[src/rtl/pixel_readout_ctrl.sv]
// pixel_readout_ctrl: runs one erase/expose/convert/readout frame on the pixel
// array. During conversion it drives the count onto the shared DATA bus.
// During readout it walks every pixel address, samples the latched code and
// streams it out over a valid/ready handshake.
module pixel_readout_ctrl #(
  parameter int ROWS          = 2,
  parameter int COLS          = 2,
  parameter int ADDR_BITS     = 2,
  parameter int ERASE_CYCLES  = 5,
  parameter int EXPOSE_CYCLES = 255,
  parameter int SETTLE_CYCLES = 2
) (
  input  logic                 clk,
  input  logic                 reset,
  input  logic                 start,
  output logic                 erase,
  output logic                 expose,
  output logic                 ramp,
  output logic                 read,
  output logic [ADDR_BITS-1:0] pixel_addr,
  output logic [7:0]           data_out,
  output logic                 data_oe,
  input  logic [7:0]           data_in,
  output logic [7:0]           pix_data,
  output logic [ADDR_BITS-1:0] pix_addr,
  output logic                 pix_valid,
  input  logic                 pix_ready,
  output logic                 busy,
  output logic                 frame_done
);

  localparam int CONVERT_CYCLES = 256;
  localparam int MAX_A   = (ERASE_CYCLES > EXPOSE_CYCLES) ? ERASE_CYCLES : EXPOSE_CYCLES;
  localparam int MAX_B   = (SETTLE_CYCLES > CONVERT_CYCLES) ? SETTLE_CYCLES : CONVERT_CYCLES;
  localparam int MAX_LEN = (MAX_A > MAX_B) ? MAX_A : MAX_B;
  localparam int CNT_W   = $clog2(MAX_LEN) + 1;

  localparam logic [CNT_W-1:0]     ERASE_LAST   = CNT_W'(ERASE_CYCLES - 1);
  localparam logic [CNT_W-1:0]     EXPOSE_LAST  = CNT_W'(EXPOSE_CYCLES - 1);
  localparam logic [CNT_W-1:0]     CONVERT_LAST = CNT_W'(CONVERT_CYCLES - 1);
  localparam logic [CNT_W-1:0]     SETTLE_LAST  = CNT_W'(SETTLE_CYCLES - 1);
  localparam logic [ADDR_BITS-1:0] LAST_ADDR    = ADDR_BITS'(ROWS * COLS - 1);

  typedef enum logic [2:0] {
    S_IDLE,
    S_ERASE,
    S_EXPOSE,
    S_CONVERT,
    S_TURN,
    S_READ_SETTLE,
    S_READ_HOLD
  } state_t;

  state_t           state;
  logic [CNT_W-1:0] cnt;  // shared phase counter, cleared on every phase entry

  // Frame sequencer: state, phase counter and every registered output.
  // NOTE: clocked logic uses non-blocking assignments only, so each register
  // is computed from pre-edge values regardless of statement order.
  always_ff @(posedge clk or posedge reset) begin
    if (reset) begin
      state      <= S_IDLE;
      cnt        <= '0;
      erase      <= 1'b0;
      expose     <= 1'b0;
      ramp       <= 1'b0;
      read       <= 1'b0;
      pixel_addr <= '0;
      data_out   <= '0;
      data_oe    <= 1'b0;
      pix_data   <= '0;
      pix_addr   <= '0;
      pix_valid  <= 1'b0;
      busy       <= 1'b0;
      frame_done <= 1'b0;
    end else begin
      frame_done <= 1'b0;
      case (state)
        S_IDLE: begin
          if (start) begin
            state <= S_ERASE;
            erase <= 1'b1;
            busy  <= 1'b1;
            cnt   <= '0;
          end
        end

        S_ERASE: begin
          if (cnt == ERASE_LAST) begin
            state  <= S_EXPOSE;
            erase  <= 1'b0;
            expose <= 1'b1;
            cnt    <= '0;
          end else begin
            cnt <= cnt + CNT_W'(1);
          end
        end

        S_EXPOSE: begin
          if (cnt == EXPOSE_LAST) begin
            state    <= S_CONVERT;
            expose   <= 1'b0;
            ramp     <= 1'b1;
            data_oe  <= 1'b1;
            data_out <= '0;
            cnt      <= '0;
          end else begin
            cnt <= cnt + CNT_W'(1);
          end
        end

        // The count on the bus steps once per cycle and never wraps in-phase.
        S_CONVERT: begin
          if (cnt == CONVERT_LAST) begin
            state    <= S_TURN;
            ramp     <= 1'b0;
            data_oe  <= 1'b0;
            data_out <= '0;
            cnt      <= '0;
          end else begin
            data_out <= data_out + 8'd1;
            cnt      <= cnt + CNT_W'(1);
          end
        end

        // One idle cycle so the controller releases DATA before pixels drive it.
        S_TURN: begin
          state      <= S_READ_SETTLE;
          read       <= 1'b1;
          pixel_addr <= '0;
          cnt        <= '0;
        end

        S_READ_SETTLE: begin
          if (cnt == SETTLE_LAST) begin
            state     <= S_READ_HOLD;
            pix_data  <= data_in;
            pix_addr  <= pixel_addr;
            pix_valid <= 1'b1;
          end else begin
            cnt <= cnt + CNT_W'(1);
          end
        end

        S_READ_HOLD: begin
          if (pix_ready) begin
            pix_valid <= 1'b0;
            if (pixel_addr != LAST_ADDR) begin
              state      <= S_READ_SETTLE;
              pixel_addr <= pixel_addr + ADDR_BITS'(1);
              cnt        <= '0;
            end else begin
              state      <= S_IDLE;
              read       <= 1'b0;
              pixel_addr <= '0;
              pix_data   <= '0;
              pix_addr   <= '0;
              busy       <= 1'b0;
              frame_done <= 1'b1;
              cnt        <= '0;
            end
          end
        end

        default: begin
          state <= S_IDLE;
        end
      endcase
    end
  end

endmodule

[config.mk]
export PLATFORM = sky130hd
export DESIGN_NAME = pixel_readout_ctrl
export DESIGN_NICKNAME = d
export VERILOG_FILES = /design/src/rtl/pixel_readout_ctrl.sv
export SDC_FILE = /design/constraint.sdc
export NUM_CORES = 1
export LEC_CHECK = 0
export ABC_AREA = 1
export ABC_CLOCK_PERIOD_IN_PS = 1700
export CAP_MARGIN = 20
export CORE_MARGIN = 5
export CORE_UTILIZATION = 40
export CTS_CLUSTER_DIAMETER = 80
export DETAILED_ROUTE_END_ITERATION = 10
export GPL_TIMING_DRIVEN = 0
export REMOVE_ABC_BUFFERS = 1
export SYNTH_ARGS = -nofsm -noshare
export SYNTH_HDL_FRONTEND = slang
export SYNTH_SLANG_ARGS = --single-unit
[constraint.sdc]
create_clock -name clk -period 1.7 [get_ports clk]
set_input_delay 0.34 -clock clk [delete_from_list [all_inputs] [get_ports clk]]
set_output_delay 0.34 -clock clk [all_outputs]
set_load 0.01 [all_outputs]
* After elaboration in Yosys (flattened, before gate mapping) *
Cells that the tools add are included.

word-level totals
  word-level logic and storage cells = 102
  bits in latches = 0
  memories kept = 0
  output and inout bits = 28
  input bits = 12
  bits in read-only memories = 0
  memory bits (writable) = 0
  register bits = 39

operators by class
  mux-type cells = 48
  add/subtract/negate cells = 3
  multiply operators = 0
  equal/unequal tests = 19
  reductions and logical operators = 19
  shift-type cells = 0
  divide/modulo/power cells = 0
  bitwise logic cells = 0
  order comparisons = 0

operators by type and width
  operator                                       number
  one-hot mux 9 bit (7 select lines)             1
  two-way mux 9 bit                              6
  two-way mux 8 bit                              5
  one-hot mux 8 bit (2 select lines)             2
  two-way mux 3 bit                              7
  one-hot mux 3 bit (7 select lines)             1
  == test 9 x 8 -> 1 bit, second input constant  2
  inequality test 2 bit, second input constant   9
  AND reduction 3 bit                            5
  two-way mux 1 bit                              13
  one-hot mux 1 bit (2 select lines)             6
  AND reduction 4 bit                            3
  nonzero test 2 bit                             6
  two-way mux 2 bit                              5
  adder 9 x 1 -> 9 bit, second input constant    1
  == test 3 bit, second input constant           3
  == test 9 x 1 -> 1 bit, second input constant  1
  == test 9 x 3 -> 1 bit, second input constant  1
  adder 8 x 1 -> 8 bit, second input constant    1
  one-hot mux 2 bit (2 select lines)             2
  nonzero test 7 bit                             1
  == test 3 x 2 -> 1 bit, second input constant  2
  AND reduction 6 bit                            1
  AND reduction 2 bit                            2
  other kinds (3)                                3

* Logic depth before layout (Yosys ltp) *
  depth after elaboration = 4
  gate-level depth with buffers = 13
  mapped depth without buffers = 13

* Worst setup path before layout *
Ideal clock, no wire load.

  path type = register to register
  start = reg cnt[0]
  end = reg state[1]
  cell stages (with the launch flop) = 14
  arrival time = 1,823 ps
  required time = 1,635 ps
  clock period less this slack = 1,888 ps
  library setup time = 65 ps
  setup slack = -188 ps
  cell sequence = dfrtp_1 ha_1 inv_1 nor2_1 nand2_1 nor2_1 ha_1 inv_1 nand2_2 nand2_1 nand3b_2 nor2_2 nand2_1 nand2_1

between the ends
  word-level cells in the longest chain between the ends = 3
  elaborated cells on any way between the ends = 9
  those cells by class = 8 x eq/ne; 1 x reduce/logical

ends and longest elaborated chain
  item                                            RTL line  RTL
  from (decl)                                     55        logic [CNT_W-1:0] cnt;
  from (signal assigned)                          95        cnt <= cnt + CNT_W'(1);
  from (signal assigned)                          108       cnt <= cnt + CNT_W'(1);
  from (signal assigned)                          122       cnt <= cnt + CNT_W'(1);
  == test 9 x 1 -> 1 bit (tied with other cells)  135       if (cnt == SETTLE_LAST) begin
  inequality test 2 bit (no source line)          n/a
  AND reduction 6 bit (no source line) (*)        n/a
  to (signal assigned)                            136       state <= S_READ_HOLD;
  to (signal assigned)                            149       state <= S_READ_SETTLE;
  to (signal assigned)                            153       state <= S_IDLE;
  to (decl)                                       54        state_t state;

Every way passes the cells marked *; elsewhere a longest branch is shown, timed or not.
A chain may end at the register's enable or synchronous reset.

* Worst setup path in the final report *
  start = reg cnt[1]
  end = reg state[1]

The elaborated chain is that of the path after synthesis.

==> flow_summary.json <==
{
  "outcome": "complete, but fails checks",
  "violations": "setup timing",
  "die_h_um": 88.7,
  "multi_input_area_mm2": 0.00145,
  "rsz0062_at_grt": "true",
  "vias": 2484,
  "dp_slack_ns": -0.642,
  "synth_compound_area_frac": 0.0611,
  "die_w_um": 88.7,
  "required_ns": 1.93,
  "syn_inst": 352,
  "place.gp.congestion": 0.825,
  "ys_ff_latch": 39,
  "synthSimpleGateAreaFrac": 0.415,
  "synth_ff_type": "dfrtp_1",
  "critPathLaunchType": "flop",
  "arrival_ns": 1.96,
  "htree_levels": 2,
  "ctsLongestPathBuffers": 2,
  "drv_slew": 0,
  "synthAdderAreaFrac": 0.0404,
  "synth_top_family_by_area": "simple AND/OR/NAND/NOR gates",
  "antenna_cells": 0,
  "finalSetupTns_ns": -0.0647,
  "synthArstFlopShare": 1.00,
  "regArea_um2": 982,
  "cts_tree": "done",
  "finalWirelength_mm": 6.71,
  "clk_latency_ns": 0.30,
  "r2r-start": "cnt[1]",
  "grt_max_degree": 40,
  "final_nets": 438,
  "grt_first_pass_wirelength_mm": 11.4,
  "cts_buffers": 5,
  "setup_slack_ns": -0.0291,
  "cts_sinks": 39,
  "crit_start": "cnt[1]",
  "relSlewSlack": 0.439,
  "clk_pin_slew_ns": 0.08,
  "crit_slowest_cell": "dfrtp_1",
  "hold_violations": 0,
  "antenna_found_initial": 0,
  "nFillCells": 576,
  "drc": 0,
  "leakage_uw": 0.00166,
  "firstDrtPassIters": 4,
  "port_buffers": 39,
  "drive_above_1_share": 0.215,
  "peakVddDrop_mv": 0.663,
  "vias_per_cell": 5.03,
  "wl_per_cell_um": 13.6,
  "final_cell_mix": "nand2_1 (110), nand3_1 (45), clkdlybuf4s50_1 (39)",
  "core-area_mm2": 0.00596,
  "synth-edff-count": 0,
  "worstMarginPinSlew_ns": 0.840,
  "cpMostUsedCell": "nor2_4",
  "dp.cells": 459,
  "dieArea_mm2": 0.00787,
  "drtIter0Drc": 139,
  "period_share": 1.02,
  "ys_types": 28,
  "detail-route-antenna-nets": 0,
  "grt_pass1_vias": 2397,
  "dp_hpwl_mm": 4.30,
  "synth-xor-area-share": 0,
  "io_pins": 40,
  "critPathKind": "flop to flop",
  "cts_hold_repair.buffers": 0,
  "cellPowerDensity_mw_per_mm2": 1320,
  "setup_viol": 4,
  "r2r_slack_ns": -0.03,
  "clock.fmax_mhz": 578,
  "syn-cell-area_mm2": 0.00248,
  "min_path_type": "flop to flop",
  "cts_root_buf": "clkbuf_8",
  "muxShareOfSynthArea": 0,
  "layout_commonest_cell": "nand2_1",
  "grt.total_usage": 0.184,
  "areaGrowthSynthToFinish_pct": 37.8,
  "yosys_warnings": 0,
  "maxCapViolCount": 0,
  "syn_area_per_cell_um2": 7.04,
  "clock_skew_ns": 0.00497,
  "initial_utilization": 0.416,
  "ys_seq_area_frac": 0.394,
  "rows": 28,
  "gr-total-overflow": 0,
  "cp_slowest_stage_delay_ns": 0.41,
  "cp_max_fo": 3,
  "path_cells": "ha_4 > inv_2 > nor2_4 > nand2_2 > nor2_4 > ha_4 > inv_4 > nand2_4 > nand2_2 > nand3b_4 > nor2_4 > nand2_1 > nand2_1",
  "hold_path.startpoint": "pix_data[3]",
  "period_minus_slack_ns": 1.73,
  "stdcell_count": 494,
  "critPathCaptureType": "flop"
}
-- kinds of logic (layout without fill, tap and decap cells) --
logic type,Yosys count,in the layout
buffers and inverters,50,116
AND/OR/NAND/NOR,229,230
adder cells (fa/ha/maj),8,8
AO/OA/AOI/OAI,26,26
flip-flops,39,39
-- where the power goes --
part | leakage [µW] | total (µW) | internal, µW | switching, µW
Sequential | 0.000496 | 1460 | 1190 | 273
Clock | 0.0000484 | 691 | 333 | 358
Combinational | 0.00111 | 2370 | 1040 | 1330
Total | 0.00166 | 4520 | 2560 | 1960
-- per-stage QoR --
step,util,power (µW),area (µm²),hold slack (ns)
floorplan,-,2590,2420,0.477
global placement,0.488,3330,2900,0.462
global route,0.573,4900,3410,0.521
CTS,0.540,4320,3220,0.496
finish,0.573,4520,3410,0.489
detailed placement,0.488,3340,2900,0.465
-- final timing paths --
check	endpoint	depth (start not counted)
max	state[1]	13
min	pix_data[3]	2
max reg2reg	state[1]	13
min reg2reg	pix_data[3]	2
max in group asynchronous	state[1]	2
min in group asynchronous	cnt[1]	2
-- final cells by class --
type / count / area share
Inverter: 43 / 0.0513
Tap cell: 75 / 0.0275
Sequential cell: 39 / 0.288
Clock inverter: 1 / 0.00257
Timing Repair Buffer: 65 / 0.181
Clock buffer: 7 / 0.0253
Multi-Input combinational cell: 264 / 0.425
-- sequential cells by signal (all words and copies together), names as in the netlist --
| signal | flops |
|---|---|
| cnt | 9 |
| data_out | 8 |
| pix_data | 8 |
| state | 3 |
| pix_addr | 2 |
| pixel_addr | 2 |
| busy | 1 |
| data_oe | 1 |
| erase | 1 |
| expose | 1 |
| frame_done | 1 |
| pix_valid | 1 |
| read | 1 |
-- cells in the mapped netlist, types with 3 or more instances --
cell	number	area share
buf_4	4	0.012
nor2_1	37	0.056
ha_1	8	0.040
nand4_1	6	0.015
o31ai_1	4	0.012
a21oi_1	4	0.0081
nor2_4	3	0.014
inv_1	39	0.059
nand3_1	51	0.10
o21ai_0	12	0.024
nor2_2	4	0.010
nand2_2	5	0.013
nand2_1	115	0.17
dfrtp_1	39	0.39
-- layer usage --
| layer | track usage | vias to the layer above | wire length [µm] | part of all wire |
|---|---|---|---|---|
| li1 | - | 1255 | - | - |
| met1 | 0.240 | 1154 | 2970 | 0.44 |
| met2 | 0.314 | 66 | 3310 | 0.49 |
| met3 | 0.0372 | 9 | 357 | 0.053 |
| met4 | 0.0398 | 0 | 77 | 0.011 |
| met5 | 0 | - | 0 | 0 |
-- worst max-delay path, delay by kind of cell, from the launching register on --
family / cells / cell delay, ns
AND/OR/NAND/NOR: 9 / 0.85
flip-flops: 1 / 0.41
adder cells (fa/ha/maj): 2 / 0.31
buffers and inverters: 2 / 0.08
-- what timing repair did --
item / in CTS / in global routing
cloned: 1 / 0
pin swaps: 14 / 16
setup buffers: 13 / 13
resized for setup: 30 / 31
endpoints found under the setup margin: 33 / 35
Power figures use the tool's default switching activity.
